==> config.mk <==
export PLATFORM = sky130hd
export DESIGN_NAME = shift_add_muladd
export DESIGN_NICKNAME = d
export VERILOG_FILES = /design/src/rtl/shift_add_muladd.sv
export SDC_FILE = /design/constraint.sdc
export NUM_CORES = 1
export LEC_CHECK = 0
export BUFFER_PORTS_ARGS = -buffer_cell sky130_fd_sc_hd__buf_2
export CORE_UTILIZATION = 35
export DETAILED_ROUTE_END_ITERATION = 16
export HOLD_SLACK_MARGIN = 0.03
export PLACE_DENSITY = 0.55
export SLEW_MARGIN = 40
export SYNTH_ARGS = -nofsm -noshare
export SYNTH_HDL_FRONTEND = slang
export SYNTH_SLANG_ARGS = --single-unit
==> constraint.sdc <==
create_clock -name i_clk -period 1.7 [get_ports i_clk]
set_input_delay 0.17 -clock i_clk [delete_from_list [all_inputs] [get_ports i_clk]]
set_output_delay 0.17 -clock i_clk [all_outputs]
set_load 0.01 [all_outputs]
==> src/rtl/shift_add_muladd.sv <==
// shift_add_muladd: sequential shift-and-add multiply-accumulate, p = a*b + c, unsigned.
// Processes one multiplier bit per clock. Feeding (divisor, quotient, remainder) from the
// restoring divider reconstructs the dividend.
//
// Ports:
//   i_clk    clock, rising edge
//   i_rst_n  asynchronous reset, active-low
//   i_start  request, sampled only in idle
//   i_a      multiplicand (WIDTH)
//   i_b      multiplier (WIDTH)
//   i_c      addend, zero-extended (WIDTH)
//   o_busy   high while running and in the done cycle
//   o_done   one-cycle pulse, o_p valid in that cycle
//   o_p      result (2*WIDTH), held until the next accepted start
//
// Configuration: define EARLY_TERM_EN to finish as soon as no set multiplier bits remain.
// Without it, every operation takes WIDTH cycles from accept to done.

module shift_add_muladd #(
  parameter int unsigned WIDTH = 4
) (
  input  logic               i_clk,
  input  logic               i_rst_n,
  input  logic               i_start,
  input  logic [WIDTH-1:0]   i_a,
  input  logic [WIDTH-1:0]   i_b,
  input  logic [WIDTH-1:0]   i_c,
  output logic               o_busy,
  output logic               o_done,
  output logic [2*WIDTH-1:0] o_p
);

  localparam int unsigned CNT_W = $clog2(WIDTH) + 1;
  localparam logic [CNT_W-1:0] CNT_LAST = CNT_W'(WIDTH - 1);

  typedef enum logic [1:0] {StIdle, StRun, StDone} state_t;

  state_t               r_state;
  logic [2*WIDTH-1:0]   r_a_sh;
  logic [WIDTH-1:0]     r_b_sh;
  logic [2*WIDTH-1:0]   r_acc;
  logic [CNT_W-1:0]     r_cnt;
  logic                 r_busy;
  logic                 r_done;
  logic [2*WIDTH-1:0]   r_p;

  state_t               w_state_nxt;
  logic [2*WIDTH-1:0]   w_a_sh_nxt;
  logic [WIDTH-1:0]     w_b_sh_nxt;
  logic [2*WIDTH-1:0]   w_acc_nxt;
  logic [CNT_W-1:0]     w_cnt_nxt;
  logic                 w_busy_nxt;
  logic                 w_done_nxt;
  logic [2*WIDTH-1:0]   w_p_nxt;
  logic [2*WIDTH-1:0]   w_acc_step;
  logic                 w_last;

  // Accumulator after this edge's partial product; the carry out is provably zero.
  assign w_acc_step = r_b_sh[0] ? (r_acc + r_a_sh) : r_acc;

`ifdef EARLY_TERM_EN
  assign w_last = (r_cnt == CNT_LAST) || ((r_b_sh >> 1) == '0);
`else
  assign w_last = (r_cnt == CNT_LAST);
`endif

  always_comb begin
    w_state_nxt = r_state;
    w_a_sh_nxt  = r_a_sh;
    w_b_sh_nxt  = r_b_sh;
    w_acc_nxt   = r_acc;
    w_cnt_nxt   = r_cnt;
    w_busy_nxt  = r_busy;
    w_done_nxt  = 1'b0;
    w_p_nxt     = r_p;

    unique case (r_state)
      StIdle: begin
        if (i_start) begin
          w_a_sh_nxt  = {{WIDTH{1'b0}}, i_a};
          w_b_sh_nxt  = i_b;
          w_acc_nxt   = {{WIDTH{1'b0}}, i_c};
          w_cnt_nxt   = '0;
          w_busy_nxt  = 1'b1;
          w_state_nxt = StRun;
        end
      end
      StRun: begin
        w_acc_nxt  = w_acc_step;
        w_a_sh_nxt = r_a_sh << 1;
        w_b_sh_nxt = r_b_sh >> 1;
        w_cnt_nxt  = r_cnt + CNT_W'(1);
        if (w_last) begin
          w_p_nxt     = w_acc_step;
          w_done_nxt  = 1'b1;
          w_state_nxt = StDone;
        end
      end
      StDone: begin
        w_busy_nxt  = 1'b0;
        w_state_nxt = StIdle;
      end
      default: begin
        w_busy_nxt  = 1'b0;
        w_state_nxt = StIdle;
      end
    endcase
  end

  always_ff @(posedge i_clk or negedge i_rst_n) begin
    if (!i_rst_n) begin
      r_state <= StIdle;
      r_a_sh  <= '0;
      r_b_sh  <= '0;
      r_acc   <= '0;
      r_cnt   <= '0;
      r_busy  <= 1'b0;
      r_done  <= 1'b0;
      r_p     <= '0;
    end else begin
      r_state <= w_state_nxt;
      r_a_sh  <= w_a_sh_nxt;
      r_b_sh  <= w_b_sh_nxt;
      r_acc   <= w_acc_nxt;
      r_cnt   <= w_cnt_nxt;
      r_busy  <= w_busy_nxt;
      r_done  <= w_done_nxt;
      r_p     <= w_p_nxt;
    end
  end

  assign o_busy = r_busy;
  assign o_done = r_done;
  assign o_p    = r_p;

endmodule

After elaboration in Yosys (flattened, before gate mapping) --
Cells that the tools add are included.
Word-level totals: flip-flop bits (word level) 35, bits of input ports 15, output and inout port bits 10
Cells by class: $add $sub $neg 2, equality and inequality tests 4, multiplexer cells 16, bitwise logic cells 1, reductions and logical operators 6
Operator list (number):
- 8-bit case mux with 2 select lines | 2
- 8-bit two-way mux | 3
- 8-bit adder | 1
- 4-bit case mux with 2 select lines | 1
- 2-bit AND reduction | 4
- 3-bit case mux with 2 select lines | 1
- 2-bit two-way mux | 2
- 4-bit two-way mux | 1
- 2-bit inequality test, second input constant | 2
- 2-bit case mux with 2 select lines | 1
- 3-bit by 1-bit adder with 3-bit output, second input constant | 1
- 3-bit by 2-bit equality test with 1-bit output, second input constant | 1
- 1-bit two-way mux | 3
- 3-bit two-way mux | 1
- 2-bit by 1-bit equality test with 1-bit output, second input constant | 1
- 2-bit zero test | 1
- 1-bit case mux with 2 select lines | 1
- 2-bit nonzero test | 1
- 1-bit inverter | 1

Depth between registers and ports, before layout --
Gate-level depths: netlist of the first run.
word-level depth 3, mapped depth 9, mapped depth without buffers 9

Least setup slack after synthesis of the first run --
OpenSTA, ideal clock, no wires.
path type register -> register, start point register r_a_sh[0], end point register r_p[6], in the netlist o_p[6], setup time 122 ps, data arrival time 1665 ps, required time 1578 ps, setup slack -87 ps, stages on the path, launching flop included 10, buffers on the path 0, clock period less this slack 1787 ps, cell sequence dfrtp_1 > ha_1 > inv_1 > fa_1 > nor2b_1 > o31a_1 > o21ai_1 > nand2b_1 > mux2i_1 > nand2_1
On the way: word-level cells in the longest chain between the ends 2
Ends and longest elaborated chain:
- start, declared | line 39 | logic [2*WIDTH-1:0] r_a_sh;
- start signal, assigned | line 122 | r_a_sh <= w_a_sh_nxt;
- 8-bit adder | line 59 | assign w_acc_step = r_b_sh[0] ? (r_acc + r_a_sh) : r_acc;
- 8-bit two-way mux | line 59
- end signal, assigned | line 128 | r_p <= w_p_nxt;
- end, declared | line 45 | logic [2*WIDTH-1:0] r_p;
No other way between the ends. A chain may end at the register's enable or synchronous reset.

Worst setup path after layout of the first run --
Same ends and word-level chain as after synthesis.

==> summary.txt, run 1 <==
status -> finished, violations left
failing checks -> negative setup slack
drt pass-1 iters -> 4
register area -> 876 µm²
Netlist cell types -> 43
Worst EP required -> 1.87 ns
Main synth FF type -> dfrtp_1
post-DP HPWL -> 2.89 mm
achievable clock frequency -> 563 MHz
Logic pwr share -> 59.0%
post-layout worst setup margin -> -0.0765 ns
overall power -> 4990 µW
Antenna Cells -> 0
Yosys top cell area share -> 47.2%
Port Buffers -> 24
Layout area overhead -> 31.1%
crit start category -> flip-flop
I/O pin count -> 25
die area -> 5590 µm²
Post-Syn Area -> 1850 µm²
Clk pin slew, worst setup/hold paths -> 0.07 ns
final setup vio count -> 6
Worst-Margin Slew -> 0.455 ns
cell count after placement -> 295
#FFs+latches synth -> 35
CTS tree -> yes
CP arrival -> 1.95 ns
antenna viol nets, final -> 0
share of total power in sequential cells -> 30.1%
number of synthesized flops with an enable pin -> 0
starting density of the core -> 36.3%
Commonest cells post-synth -> 35 x dfrtp_1, 22 x nand2_1, 16 x a21oi_1, 14 x nor2_1, 12 x o21ai_0
ys async rst share -> 100%
placed cell area -> 2240 µm²
Final period util -> 104%
CP Depth -> 9
Synthesized Nets -> 206
H-tree Lvls -> 2
Crit path max-delay family -> adder cells
fillers -> 521
Clock power frac -> 11.0%
Global Route Usage Sum -> 16.7%
reg-to-reg slack, setup -> -0.08 ns
Critical-path top delay cell -> dfrtp_1
worst-path fanout max -> 2
ordered list of cells on the worst path -> ha_2 -> inv_2 -> fa_2 -> nor2b_2 -> o31a_1 -> o21ai_1 -> nand2b_1 -> mux2i_1 -> nand2_1
leakage power -> 0.00117 µW
Synth Warn # -> 0
drt wl/cell -> 12.9 µm
Final Max Slew Viols -> 0
r2r endpoint -> o_p[6]
crit path capture type -> flip-flop
Placeable Area -> 5110 µm²
share of layout cells above drive strength 1 -> 35.7%
Final Util -> 47.6%
worst r2r path cells -> 9
Tmin final -> 1.78 ns
Die Span X -> 74.8 µm
Worst path max stage delay -> 0.35 ns
largest net degree at the start of global routing -> 36
num rows -> 26
final hold viol count -> 0
initial antenna violation count -> 0
most frequent cell after synthesis -> dfrtp_1
Via density -> 4.74
die height -> 74.8 µm
first-pass GRT wire length -> 6.91 mm
syn_area_per_cell -> 10.2 µm²
worst rel slew slack -> 69.7%
R2R Path Start -> r_a_sh[0]
# nets final -> 261
CP Class -> reg -> reg
HP Class -> in -> reg
RSZ-0062 raised after global routing -> yes
Net Sw Frac -> 39.3%
GPL Wtd Cong -> 0.728
gr ovfl total -> 0
post-route DRC violation count -> 0
PD cells -> 2050 nW/µm²
final cell count without fillers -> 305
sequential fraction of the synthesis area -> 47.2%
top cells by area, synth -> dfrtp_1 47%, ha_1 6.1%, mux2i_1 5.9%
via count -> 1445
crit path buf inv count -> 1
most area-hungry cell type in the Yosys netlist -> dfrtp_1
Mapped Cells -> 181
VDD IR max -> 742 µV
maxcap violations -> 0
final wirelength -> 3.92 mm
CTS buffer count -> 5
Clock Path Buffers -> 2
worst skew pair latency -> 0.28 ns
fin area -> 2430 µm²
initial detailed-routing violation count -> 38
Pint -> 3030 µW
CTS Root Buffer Type -> clkbuf_8
NetSw -> 1960 µW
crit path to -> o_p[6]
number of global-route vias before repair -> 1462
worst clock skew -> 0.00459 ns
CTS sink count -> 35
Worst setup startpoint -> r_a_sh[0]
pre-CTS setup slack -> -0.120 ns
multi-input logic area -> 1000 µm²
==> state kept, by name, indices dropped and copies added (netlist names) <==
name	flops
r_b_sh	4
o_done	1
r_cnt	3
r_acc	8
r_state	2
o_p	8
r_a_sh	8
o_busy	1
==> routing by layer <==
layer	share of wire [%]	routed length (µm)	global-route usage [%]	vias to the layer above
met5	0	0	0	-
met4	1.3	50	5.66	0
met3	3.5	137	4.02	7
met2	46	1800	27.1	30
met1	49	1940	21.8	670
li1	-	-	-	738
==> kinds of logic after synthesis <==
kind of cell | count (synthesis) | synth area share, %
adder cells (fa/ha/maj) | 10 | 7.15
AO/OA/AOI/OAI | 53 | 19.5
XOR/XNOR | 5 | 2.36
flip-flops | 35 | 47.2
multiplexers | 12 | 6.55
AND/OR/NAND/NOR | 52 | 13.8
buffers and inverters | 14 | 3.44
==> metrics by stage <==
step / hold slack [ns] / setup TNS [ns]
detailed placement: 0.237 / -0.571
global route: 0.109 / -1.24
CTS: 0.0849 / -0.309
finish: 0.0914 / -0.285
global placement: 0.238 / -0.405
floorplan: -0.126 / -0.0299
==> layout make-up <==
| cell class | count | share of cell area [%] |
|---|---|---|
| clock buffer | 6 | 2.99 |
| inverter | 8 | 1.24 |
| sequential | 35 | 36.0 |
| timing repair buffer | 54 | 15.0 |
| multi-input combinational | 132 | 41.2 |
| tap | 70 | 3.60 |
==> how the worst min path moves through the flow <==
stage | startpoint | end | slack, ns | cells after the start
floorplan | i_rst_n | o_busy | -0.13 | 0
global placement | i_rst_n | o_p[3] | 0.24 | 2
detailed placement | i_rst_n | o_p[3] | 0.24 | 2
CTS | i_c[0] | r_acc[0] | 0.08 | 3
global route | i_c[0] | r_acc[0] | 0.11 | 3
finish | i_c[0] | r_acc[0] | 0.09 | 3
==> power groups by stage <==
| stage | sequential (µW) | combinational, µW | clock (µW) |
|---|---|---|---|
| detailed placement | 1490 | 2660 | 0 |
| CTS | 1480 | 2790 | 581 |
| global route | 1560 | 3310 | 620 |
| finish | 1500 | 2940 | 547 |
| global placement | 1480 | 2640 | 0 |
| floorplan | 1470 | 1740 | 0 |
==> worst min-delay path: cells and delay by family <==
kind / cells / cell delay, ns
buffers and inverters: 1 / 0.08
and+or+nand+nor: 1 / 0.05
AOI/OAI and AO/OA: 1 / 0.05
==> timing repair <==
| item | CTS | global route |
|---|---|---|
| pin swaps | 4 | 8 |
| setup endpoints to repair | 8 | 12 |
| hold endpoints to repair | 35 | 0 |
| setup buffers | 1 | 2 |
| resized for setup | 6 | 10 |
| hold buffers | 1 | 0 |
| cloned | 0 | 0 |
==> layout by cell type (no fill, tap or decap), drive strengths merged <==
master	instances
a211oi	2
a21o	1
a21oi	17
a221o	1
a22o	6
a32o	2
a32oi	1
and2	1
and3	1
and3b	1
buf	53
clkbuf	6
dfrtp	35
dlygate4sd3	1
fa	1
ha	9
inv	8
mux2	1
mux2i	11
nand2	23
nand2b	1
nand3	1
nor2	16
nor2b	5
nor3b	2
o211ai	2
o21a	1
o21ai	16
o21bai	3
o31a	1
or2b	1
xnor2	4
xor2	1
Note: power is estimated with default switching activity, not from simulation.
==> run 2, diff against run 1 <==
Settings changed: CORE_ASPECT_RATIO set to 1.25, PLACE_DENSITY 0.55 to 0.6.
Clock period 1.7 ns to 1.97 ns, I/O delays scaled along.
==> summary.txt, run 2 (synthesis gave the netlist of run 1 again) <==
worst-path fanout max -> 3
worst skew pair latency -> 0.29 ns
crit path capture type -> flip-flop
Clock Path Buffers -> 2
final hold viol count -> 0
Final Max Slew Viols -> 0
leakage power -> 0.00106 µW
GPL Wtd Cong -> 0.762
PD cells -> 1730 nW/µm²
first-pass GRT wire length -> 6.58 mm
share of layout cells above drive strength 1 -> 26.9%
Tmin final -> 1.89 ns
via count -> 1376
Worst path max stage delay -> 0.42 ns
initial detailed-routing violation count -> 58
largest net degree at the start of global routing -> 36
VDD IR max -> 729 µV
CP arrival -> 2.07 ns
worst clock skew -> 0.00432 ns
most frequent cells in the layout -> 35 x dfrtp_1, 23 x buf_2, 22 x nand2_1
Via density -> 4.95
status -> finished, final reports clean
gr ovfl total -> 0
num rows -> 29
CTS Root Buffer Type -> clkbuf_8
maxcap violations -> 0
drt pass-1 iters -> 4
Worst Hold Slack -> 0.117 ns
antenna viol nets, final -> 0
Die Span X -> 67.1 µm
CTS buffer count -> 5
Layout area overhead -> 19.7%
Worst EP required -> 2.15 ns
final cell count without fillers -> 278
Crit path max-delay family -> adder cells
final wirelength -> 3.81 mm
Global Route Usage Sum -> 15.7%
pre-CTS setup slack -> 0.0174 ns
setup_tns -> 0 ns
achievable clock frequency -> 530 MHz
commonest non-fill, non-tap cell in the layout -> dfrtp_1
CTS tree -> yes
die area -> 5590 µm²
CTS sink count -> 35
# nets final -> 241
post-DP HPWL -> 2.68 mm
Port Buffers -> 24
post-route DRC violation count -> 0
CP Class -> reg -> reg
drt wl/cell -> 13.7 µm
Antenna Cells -> 0
worst rel slew slack -> 60.4%
Placeable Area -> 5080 µm²
post-layout worst setup margin -> 0.0819 ns
ordered list of cells on the worst path -> ha_4 -> inv_1 -> fa_1 -> nor2b_1 -> o31a_1 -> o21ai_1 -> nand2b_1 -> mux2i_1 -> nand2_1
fillers -> 503
Worst-Margin Slew -> 0.593 ns
crit start category -> flip-flop
number of global-route vias before repair -> 1431
Critical-path top delay cell -> dfrtp_1
final setup vio count -> 0
crit path buf inv count -> 1
die height -> 83.4 µm
cell count after placement -> 266
Clk pin slew, worst setup/hold paths -> 0.07 ns
H-tree Lvls -> 2
starting density of the core -> 36.5%
Final period util -> 95.8%
initial antenna violation count -> 0
I/O pin count -> 25
HP Class -> in -> reg
run 2: layout make-up:
class	count	area (µm²)	area share, %
Clock inverter	1	5.00	0.225
Inverter	8	30.0	1.35
Tap cell	62	77.6	3.49
Multi-Input combinational cell	132	948	42.7
Sequential cell	35	876	39.5
Clock buffer	6	82.6	3.72
Timing Repair Buffer	34	200	9.02
run 2: final timing paths:
path / start / end / slack (ns) / depth (start not counted)
worst min register to register: o_p[2] / o_p[2] / 0.46 / 2
worst max register to register: r_acc[0] / o_p[6] / 0.08 / 9
max in group asynchronous: i_rst_n / r_cnt[0] / 1.25 / 2
min in group asynchronous: i_rst_n / o_done / 0.40 / 2
worst max-delay path: r_acc[0] / o_p[6] / 0.08 / 9
worst min-delay path: i_c[0] / r_acc[0] / 0.12 / 3
run 2: what timing repair did:
action,in CTS,in global routing
resized for setup,0,7
hold buffers,1,0
setup buffers,0,4
endpoints found under the setup margin,0,4
hold endpoints to repair,35,0
run 2: power by group:
| part | switching, µW | total [µW] | leakage, µW | internal (µW) |
|---|---|---|---|---|
| clock network | 252 | 526 | 0.0000470 | 274 |
| registers | 285 | 1320 | 0.000442 | 1030 |
| logic | 1040 | 2000 | 0.000570 | 958 |
| total | 1580 | 3840 | 0.00106 | 2260 |
run 2: metal layers:
layer | track usage, % | up-vias | part of all wire (%)
li1 | - | 701 | -
met1 | 20.4 | 642 | 49
met2 | 24.0 | 26 | 46
met3 | 4.12 | 7 | 3.5
met4 | 6.96 | 0 | 1.9
met5 | 0 | - | 0
run 2: worst min-delay path: stages:
cell	delay [ns]
buf_2	0.08
a32oi_1	0.05
nand2_1	0.05
run 2: stage by stage:
stage	area, µm²	power [µW]	util [%]
after floorplan	1850	2750	-
after global placement	2060	3210	40.5
after detailed placement	2060	3230	40.5
after CTS	2150	3790	42.4
after global routing	2220	4200	43.7
final	2220	3840	43.7
==> run 3, diff against run 2 <==
Settings changed: CORE_ASPECT_RATIO 1.25 to 0.8, PLACE_DENSITY 0.6 to unset.
Clock period 1.97 ns to 1.99 ns, I/O delays scaled along.
==> summary.txt, run 3 (synthesis gave the netlist of run 1 again) <==
status -> finished, final reports clean
met3 Resource Use GR -> 4.21%
Final period util -> 92.3%
VDD IR max -> 680 µV
maxcap violations -> 0
via count -> 1414
final cell count without fillers -> 278
overall power -> 3850 µW
post-DP HPWL -> 2.75 mm
CTS tree -> yes
starting density of the core -> 36.6%
share of layout cells above drive strength 1 -> 25.9%
post-route DRC violation count -> 0
Clock Path Buffers -> 2
drt wl/cell -> 14.2 µm
Layout area overhead -> 19.3%
worst rel slew slack -> 65.1%
initial detailed-routing violation count -> 105
setup_tns -> 0 ns
Tmin final -> 1.84 ns
worst clock skew -> 0.00959 ns
num rows -> 23
Die Span X -> 83.4 µm
Placeable Area -> 5060 µm²
CTS Root Buffer Type -> clkbuf_8
fin area -> 2210 µm²
grt met1 use -> 21.8%
Port Buffers -> 24
crit start category -> flip-flop
GPL Wtd Cong -> 0.753
drt pass-1 iters -> 4
crit path capture type -> flip-flop
most frequent cells in the layout -> 35 x dfrtp_1, 23 x buf_2, 22 x nand2_1
placed cell area -> 2070 µm²
cell count after placement -> 268
final setup vio count -> 0
Final Max Slew Viols -> 0
die area -> 5590 µm²
CTS buffer count -> 5
Worst EP required -> 2.17 ns
worst-path fanout max -> 3
number of global-route vias before repair -> 1386
Worst-Margin Slew -> 0.523 ns
die height -> 67.1 µm
antenna viol nets, final -> 0
first-pass GRT wire length -> 6.82 mm
CP arrival -> 2.02 ns
Global Route Usage Sum -> 16.1%
gr ovfl total -> 0
Via density -> 5.09
largest net degree at the start of global routing -> 36
met2 Resource Use GR -> 24.0%
I/O pin count -> 25
HP Class -> in -> reg
H-tree Lvls -> 2
RSZ-0062 raised after global routing -> no
PD cells -> 1740 nW/µm²
leakage power -> 0.00107 µW
gr busiest metal -> met2
Clk pin slew, worst setup/hold paths -> 0.07 ns
CTS sink count -> 35
worst skew pair latency -> 0.29 ns
final hold viol count -> 0
CP Class -> reg -> reg
initial antenna violation count -> 0
# nets final -> 240
achievable clock frequency -> 544 MHz
final wirelength -> 3.94 mm
commonest non-fill, non-tap cell in the layout -> dfrtp_1
Antenna Cells -> 0
[run 3: cell types whose count changed in the layout (fill, tap and decap cells not counted), sizes merged]
cell	previous run	this run
clkbuf	6	8
buf	33	32
clkinv	1	0
[run 3: critical path: stages (launching register included)]
cell and delay (ns):
dfrtp_1 0.42, ha_1 0.34, a21oi_2 0.20, o21ai_0 0.16, a21oi_1 0.15, and3b_2 0.24
xnor2_1 0.15, o21ai_1 0.07
[run 3: path summary, 6_finish.rpt]
path                                from        end  slack (ns)  cells past startpoint
min in group asynchronous        i_rst_n  r_a_sh[7]        0.40                      2
worst min register to register    o_p[2]     o_p[2]        0.46                      2
max in group asynchronous        i_rst_n   r_acc[4]        1.26                      2
worst min-delay path              i_c[0]   r_acc[0]        0.13                      3
worst max register to register  r_acc[6]     o_p[7]        0.15                      7
worst max-delay path            r_acc[6]     o_p[7]        0.15                      7
[run 3: layer usage]
| metal | vias to the layer above | part of all wire (%) |
|---|---|---|
| met5 | - | 0 |
| li1 | 704 | - |
| met4 | 0 | 2.3 |
| met2 | 30 | 40 |
| met1 | 671 | 53 |
| met3 | 9 | 4.4 |
[run 3: report_power, final]
part / internal (µW) / total [µW] / switching [µW]
clock network: 316 / 578 / 262
registers: 1020 / 1290 / 269
logic: 934 / 1990 / 1050
total: 2270 / 3850 / 1580
[run 3: timing repair]
item                                    CTS  global route
setup buffers                             1             0
hold buffers                              1             0
endpoints found under the hold margin    20             0
resized for setup                         1             4
endpoints found under the setup margin    1             6
pin swaps                                 0             1
[run 3: per-stage QoR]
step | utilization [%] | hold WS (ns) | setup slack [ns]
floorplan | - | -0.0966 | 0.203
global placement | 40.9 | 0.342 | -0.00465
finish | 43.7 | 0.134 | 0.152
detailed placement | 40.9 | 0.340 | 0.00415
CTS | 43.3 | 0.125 | 0.0490
global route | 43.7 | 0.147 | 0.00714
[run 3: cell type report]
cell class / instances / area [µm²]
multi-input cells: 132 / 936
well taps: 62 / 77.6
inverters: 8 / 30.0
flip-flops and latches: 35 / 876
repair buffers: 33 / 193
clock buffers: 8 / 100
fillers: 499 / 2850
